`config.mk`:
```
export PLATFORM = sky130hd
export DESIGN_NAME = dfi_upd_ctrl
export DESIGN_NICKNAME = d
export VERILOG_FILES = /design/src/rtl/dfi_upd_ctrl.sv
export SDC_FILE = /design/constraint.sdc
export NUM_CORES = 1
export LEC_CHECK = 0
export ABC_AREA = 0
export BUFFER_PORTS_ARGS = -buffer_cell sky130_fd_sc_hd__buf_4
export CAP_MARGIN = 20
export CORE_ASPECT_RATIO = 1.5
export CORE_MARGIN = 1.5
export CORE_UTILIZATION = 59
export CTS_BUF_LIST = sky130_fd_sc_hd__clkbuf_8
export CTS_CLUSTER_DIAMETER = 120
export DETAILED_ROUTE_END_ITERATION = 12
export MAX_ROUTING_LAYER = met4
export PLACE_DENSITY = 0.78
export RECOVER_POWER = 25
export SYNTH_ARGS = -nofsm -noshare
export SYNTH_HDL_FRONTEND = slang
export SYNTH_SLANG_ARGS = --single-unit
```
`constraint.sdc`:
```
create_clock -name clock -period 2.3 [get_ports clock]
set_clock_uncertainty 0.1 [all_clocks]
set_input_delay 0.115 -clock clock [delete_from_list [all_inputs] [get_ports clock]]
set_output_delay 0.115 -clock clock [all_outputs]
set_load 0.01 [all_outputs]
```
`src/rtl/dfi_upd_ctrl.sv`:
```
// DFI update controller: arbitrates PHY-initiated (phyupd) and
// controller-initiated (ctrlupd) update handshakes, stalls the command path
// while an update is being negotiated and reports a sticky error when the
// PHY acknowledge deadline is missed.
module dfi_upd_ctrl #(
    parameter int TPHYUPD_RESP = 16,
    parameter int TCTRLUPD_MIN = 4,
    parameter int TCTRLUPD_MAX = 64
) (
    input  logic       clock,
    input  logic       reset,
    input  logic       dfi_idle,
    input  logic       init_start,
    input  logic       ctrlupd_start,
    input  logic       phyupd_req,
    input  logic [1:0] phyupd_type,
    input  logic       ctrlupd_ack,
    output logic       phyupd_ack,
    output logic       ctrlupd_req,
    output logic       cmd_block,
    output logic [1:0] upd_type_q,
    output logic       ctrlupd_done,
    output logic       resp_err
);

    localparam int PW = (TPHYUPD_RESP > 2) ? $clog2(TPHYUPD_RESP) : 1;
    localparam int CW = (TCTRLUPD_MAX > 2) ? $clog2(TCTRLUPD_MAX) : 1;

    // Drain counter terminal value, and the count at which the PHY deadline
    // is declared missed (the flag rises together with the counter reaching
    // its terminal value).
    localparam logic [PW-1:0] PHY_LAST   = PW'(TPHYUPD_RESP - 1);
    localparam logic [PW-1:0] PHY_ERR_AT = PW'(TPHYUPD_RESP - 2);
    // ctrlupd_req may drop on the edge where the counter holds MIN-1, which
    // gives exactly TCTRLUPD_MIN visible high cycles; abandon at MAX-1.
    localparam logic [CW-1:0] CTRL_MIN_LAST = CW'(TCTRLUPD_MIN - 1);
    localparam logic [CW-1:0] CTRL_LAST     = CW'(TCTRLUPD_MAX - 1);

    typedef enum logic [2:0] {
        S_IDLE,
        S_PHY_DRAIN,
        S_PHY_ACK,
        S_CTRL_DRAIN,
        S_CTRL_REQ,
        S_CTRL_WAIT_ACK_LOW
    } state_t;

    state_t          state_reg;
    logic            pending_reg;
    logic            ack_seen_reg;
    logic [PW-1:0]   phy_cnt_reg;
    logic [CW-1:0]   ctrl_cnt_reg;
    logic            phyupd_ack_reg;
    logic            ctrlupd_req_reg;
    logic            cmd_block_reg;
    logic [1:0]      upd_type_reg;
    logic            ctrlupd_done_reg;
    logic            resp_err_reg;

    assign phyupd_ack   = phyupd_ack_reg;
    assign ctrlupd_req  = ctrlupd_req_reg;
    assign cmd_block    = cmd_block_reg;
    assign upd_type_q   = upd_type_reg;
    assign ctrlupd_done = ctrlupd_done_reg;
    assign resp_err     = resp_err_reg;

    // Handshake FSM with all outputs registered alongside the state.
    always_ff @(posedge clock) begin
        if (reset) begin
            state_reg        <= S_IDLE;
            pending_reg      <= 1'b0;
            ack_seen_reg     <= 1'b0;
            phy_cnt_reg      <= '0;
            ctrl_cnt_reg     <= '0;
            phyupd_ack_reg   <= 1'b0;
            ctrlupd_req_reg  <= 1'b0;
            cmd_block_reg    <= 1'b0;
            upd_type_reg     <= 2'b00;
            ctrlupd_done_reg <= 1'b0;
            resp_err_reg     <= 1'b0;
        end else begin
            ctrlupd_done_reg <= 1'b0;
            // Host requests are remembered until the update actually starts;
            // repeated starts collapse into the one pending request.
            if (ctrlupd_start) begin
                pending_reg <= 1'b1;
            end

            case (state_reg)
                S_IDLE: begin
                    // PHY requests win over a pending controller update.
                    if (!init_start && phyupd_req) begin
                        state_reg     <= S_PHY_DRAIN;
                        cmd_block_reg <= 1'b1;
                        phy_cnt_reg   <= '0;
                    end else if (!init_start && pending_reg) begin
                        state_reg     <= S_CTRL_DRAIN;
                        cmd_block_reg <= 1'b1;
                    end
                end

                S_PHY_DRAIN: begin
                    if (!phyupd_req) begin
                        // PHY withdrew before traffic drained: no ack.
                        state_reg     <= S_IDLE;
                        cmd_block_reg <= 1'b0;
                    end else if (dfi_idle && !init_start) begin
                        state_reg      <= S_PHY_ACK;
                        phyupd_ack_reg <= 1'b1;
                        upd_type_reg   <= phyupd_type;
                    end else begin
                        if (phy_cnt_reg != PHY_LAST) begin
                            phy_cnt_reg <= phy_cnt_reg + PW'(1);
                        end
                        if (phy_cnt_reg >= PHY_ERR_AT) begin
                            resp_err_reg <= 1'b1;
                        end
                    end
                end

                S_PHY_ACK: begin
                    // Drop ack first; leave the stall up for one more cycle
                    // so the path is only released after ack is seen low.
                    if (phyupd_ack_reg) begin
                        if (!phyupd_req) begin
                            phyupd_ack_reg <= 1'b0;
                        end
                    end else begin
                        state_reg     <= S_IDLE;
                        cmd_block_reg <= 1'b0;
                    end
                end

                S_CTRL_DRAIN: begin
                    if (phyupd_req) begin
                        // Yield to the PHY; pending stays set for later.
                        state_reg   <= S_PHY_DRAIN;
                        phy_cnt_reg <= '0;
                    end else if (dfi_idle && !init_start) begin
                        state_reg       <= S_CTRL_REQ;
                        ctrlupd_req_reg <= 1'b1;
                        ctrl_cnt_reg    <= '0;
                        ack_seen_reg    <= 1'b0;
                        pending_reg     <= 1'b0;
                    end
                end

                S_CTRL_REQ: begin
                    if (ctrlupd_ack) begin
                        ack_seen_reg <= 1'b1;
                    end
                    if ((ack_seen_reg || ctrlupd_ack) && (ctrl_cnt_reg >= CTRL_MIN_LAST)) begin
                        ctrlupd_req_reg <= 1'b0;
                        state_reg       <= S_CTRL_WAIT_ACK_LOW;
                    end else if (ctrl_cnt_reg >= CTRL_LAST) begin
                        // PHY never answered: abandon the request.
                        ctrlupd_req_reg  <= 1'b0;
                        ctrlupd_done_reg <= 1'b1;
                        cmd_block_reg    <= 1'b0;
                        state_reg        <= S_IDLE;
                    end else begin
                        ctrl_cnt_reg <= ctrl_cnt_reg + CW'(1);
                    end
                end

                S_CTRL_WAIT_ACK_LOW: begin
                    if (!ctrlupd_ack) begin
                        ctrlupd_done_reg <= 1'b1;
                        cmd_block_reg    <= 1'b0;
                        state_reg        <= S_IDLE;
                    end
                end

                default: begin
                    state_reg       <= S_IDLE;
                    cmd_block_reg   <= 1'b0;
                    phyupd_ack_reg  <= 1'b0;
                    ctrlupd_req_reg <= 1'b0;
                end
            endcase
        end
    end

endmodule

```
==> qor.txt <==
run status - completed
Worst setup EP type - flip-flop
row cnt - 20
Remaining DRCs - 0
share of the synthesized area in the top cell type - 33.7%
# H-tree levels - 1
Mapped Nets - 170
ys async rst share - 0%
Pleak - 0.521 nW
IO Pins - 16
final worst slack - 284 ps
diode count - 0
CTS Buf Count - 3
Final ANT Viol Nets - 0
layer with the highest usage - met2
post-CTS setup buffers - 0
Crit Path Category - flip-flop to flip-flop
DR pass1 iterations - 6
unrepaired setup endpoints after global routing - no
Avg Cell Area, Syn - 8.27 um2
clock sink total - 22
Cell Area, Synth - 0.00131 mm2
final setup fails - 0
Root Buffer - clkbuf_8
biggest area consumer among synthesized cells - dfxtp_1
CTS tree - yes
Initial Util - 63.7%
Power, Total - 0.00123 W
critical path's slowest cell - or4_1
Syn-to-layout area delta - 13.6%
top-count cell post-synth - dfxtp_1
WP data required - 2400 ps
total negative slack - 0 ps
fin nets - 186
DR iter-0 viols - 37
M2 GR Usage - 48.0%
met3 track demand over resource - 3.27%
post-synthesis cell count - 158
GPL Wtd Cong - 0.881
layout cell share with drive strength beyond 1 - 12.7%
Yosys cell types - 45
Buf/Inv on CP - 0
fmax - 0.496 GHz
number of synthesized flops with an enable pin - 0
sequential fraction of the synthesis area - 33.7%
Clock Path Buffers - 2
maxcap violations - 0
Final Cycle Share - 87.6%
Max Slew Vio Count - 0
pwr dens - 828 mW/mm2
delay-heaviest family, CP - simple AND/OR/NAND/NOR gates
Avg WL per Cell - 14.9 um
Critical Path Start Type - flip-flop
Yosys Warn Count - 0
FF+latch count, synth - 22
hpwl dp - 2110 um
Max FO, Critical Path - 5
Die X-Extent - 41.4 um
wire length of the first global-routing pass - 5060 um
gr usage total - 26.6%
number of global-route vias before repair - 1204
initial antenna violation count - 0
Critical Path AT - 2110 ps
met1 Resource Use GR - 27.5%
Hold Path Class - input port to flip-flop
final worst path period need - 2020 ps
Remaining Overflow, GRT - 0
Vias per Instance - 6.41
Via Count - 1250
Clk Latency, worst-skew pair - 260 ps
Synth Flop Type - dfxtp_1
pin count of the biggest net entering global routing - 20
normalized max-slew margin - 56.6%
CP max stage delay - 480 ps
Final Hold Vio Count - 0
worst vdd ir - 0.517 mV
Die Ht - 60.6 um
Cell Chain, Critical Path - ha_1 > and3_1 > a311o_1 > or4_1 > a21oi_1
Worst-path clk slew - 80 ps
Worst Tran Pin Value - 643 ps
max reg flops - 6
top post-synthesis cells by area - dfxtp_1 (34%), a21oi_1 (6.5%), nand3_1 (3.8%), mux2i_1 (3.1%), ha_1 (2.9%)
WL final - 2910 um
Die Footprint - 0.00251 mm2
Placement Setup Slack - 314 ps
core outline area - 0.00205 mm2
Post-synth top cells - dfxtp_1 (22), a21oi_1 (17), nand3_1 (10), nor2_1 (10), nand2_1 (9)
Buffers on Ports - 15
worst min-delay path, cell delays in order:
cell and delay, ps:
buf_4 110, nand3_1 50, a21oi_1 50
power by group:
group | internal (W) | switching (W)
combinational | 0.000183 | 0.000234
clock | 0.000233 | 0.000128
sequential | 0.000420 | 0.0000307
total | 0.000836 | 0.000393
stage by stage:
stage               cells  util [%]  hold WS (ps)  cell area [um2]
floorplan             158         -           131             1310
global placement      190      69.6           221             1430
detailed placement    190      69.6           238             1430
CTS                   195      73.6          2.40             1510
global route          195      72.3          10.4             1480
finish                195      72.3         0.298             1480
kinds of logic (layout without fill, tap and decap cells):
| logic type | count (synthesis) | after routing | share of synthesized area [%] |
|---|---|---|---|
| compound gates | 55 | 55 | 28.8 |
| xor+xnor | 1 | 1 | 0.671 |
| fa+ha+maj | 3 | 3 | 2.87 |
| buf+inv | 15 | 30 | 5.65 |
| flops | 22 | 22 | 33.7 |
| mux | 4 | 4 | 3.07 |
| simple gates | 58 | 58 | 25.2 |
routing by layer:
layer	wire, um	up-vias
met5	0	-
li1	-	624
met3	53	11
met2	1610	22
met4	95	0
met1	1150	593
cells in the final DEF, fill, tap and decap left out, types with 3 or more instances in the layout:
| master | instances |
|---|---|
| dfxtp_1 | 22 |
| a21oi_1 | 17 |
| buf_4 | 13 |
| nand3_1 | 10 |
| nor2_1 | 10 |
| nand2_1 | 9 |
| clkbuf_1 | 7 |
| o21ai_0 | 6 |
| nand2b_1 | 6 |
| inv_1 | 5 |
| mux2i_1 | 4 |
| a211oi_1 | 4 |
| or3_1 | 4 |
| o211ai_1 | 4 |
| o31ai_1 | 4 |
| or4_1 | 4 |
| nor2b_1 | 3 |
| a31oi_1 | 3 |
| ha_1 | 3 |
| clkbuf_8 | 3 |
path summary, 6_finish.rpt:
check                  start              end  slack [ps]  depth (start not counted)
max          ctrl_cnt_reg[0]  ctrl_cnt_reg[5]         280                          5
min           phyupd_type[0]    upd_type_q[0]         0.3                          3
max reg2reg  ctrl_cnt_reg[0]  ctrl_cnt_reg[5]         280                          5
min reg2reg    upd_type_q[0]    upd_type_q[0]         370                          2
timing repair:
| item | CTS | global route |
|---|---|---|
| gates resized for setup | 0 | 0 |
| endpoints found under the hold margin | 1 | 0 |
| hold buffers | 1 | 0 |
final cells by class:
cell class | count | area, um2
clock inverters | 1 | 30.0
repair buffers | 21 | 134
fillers | 174 | 568
multi-input cells | 121 | 792
inverters | 5 | 18.8
clock buffers | 3 | 41.3
well taps | 22 | 27.5
flip-flops and latches | 22 | 440
No activity file was read; power rests on OpenSTA's default activity.
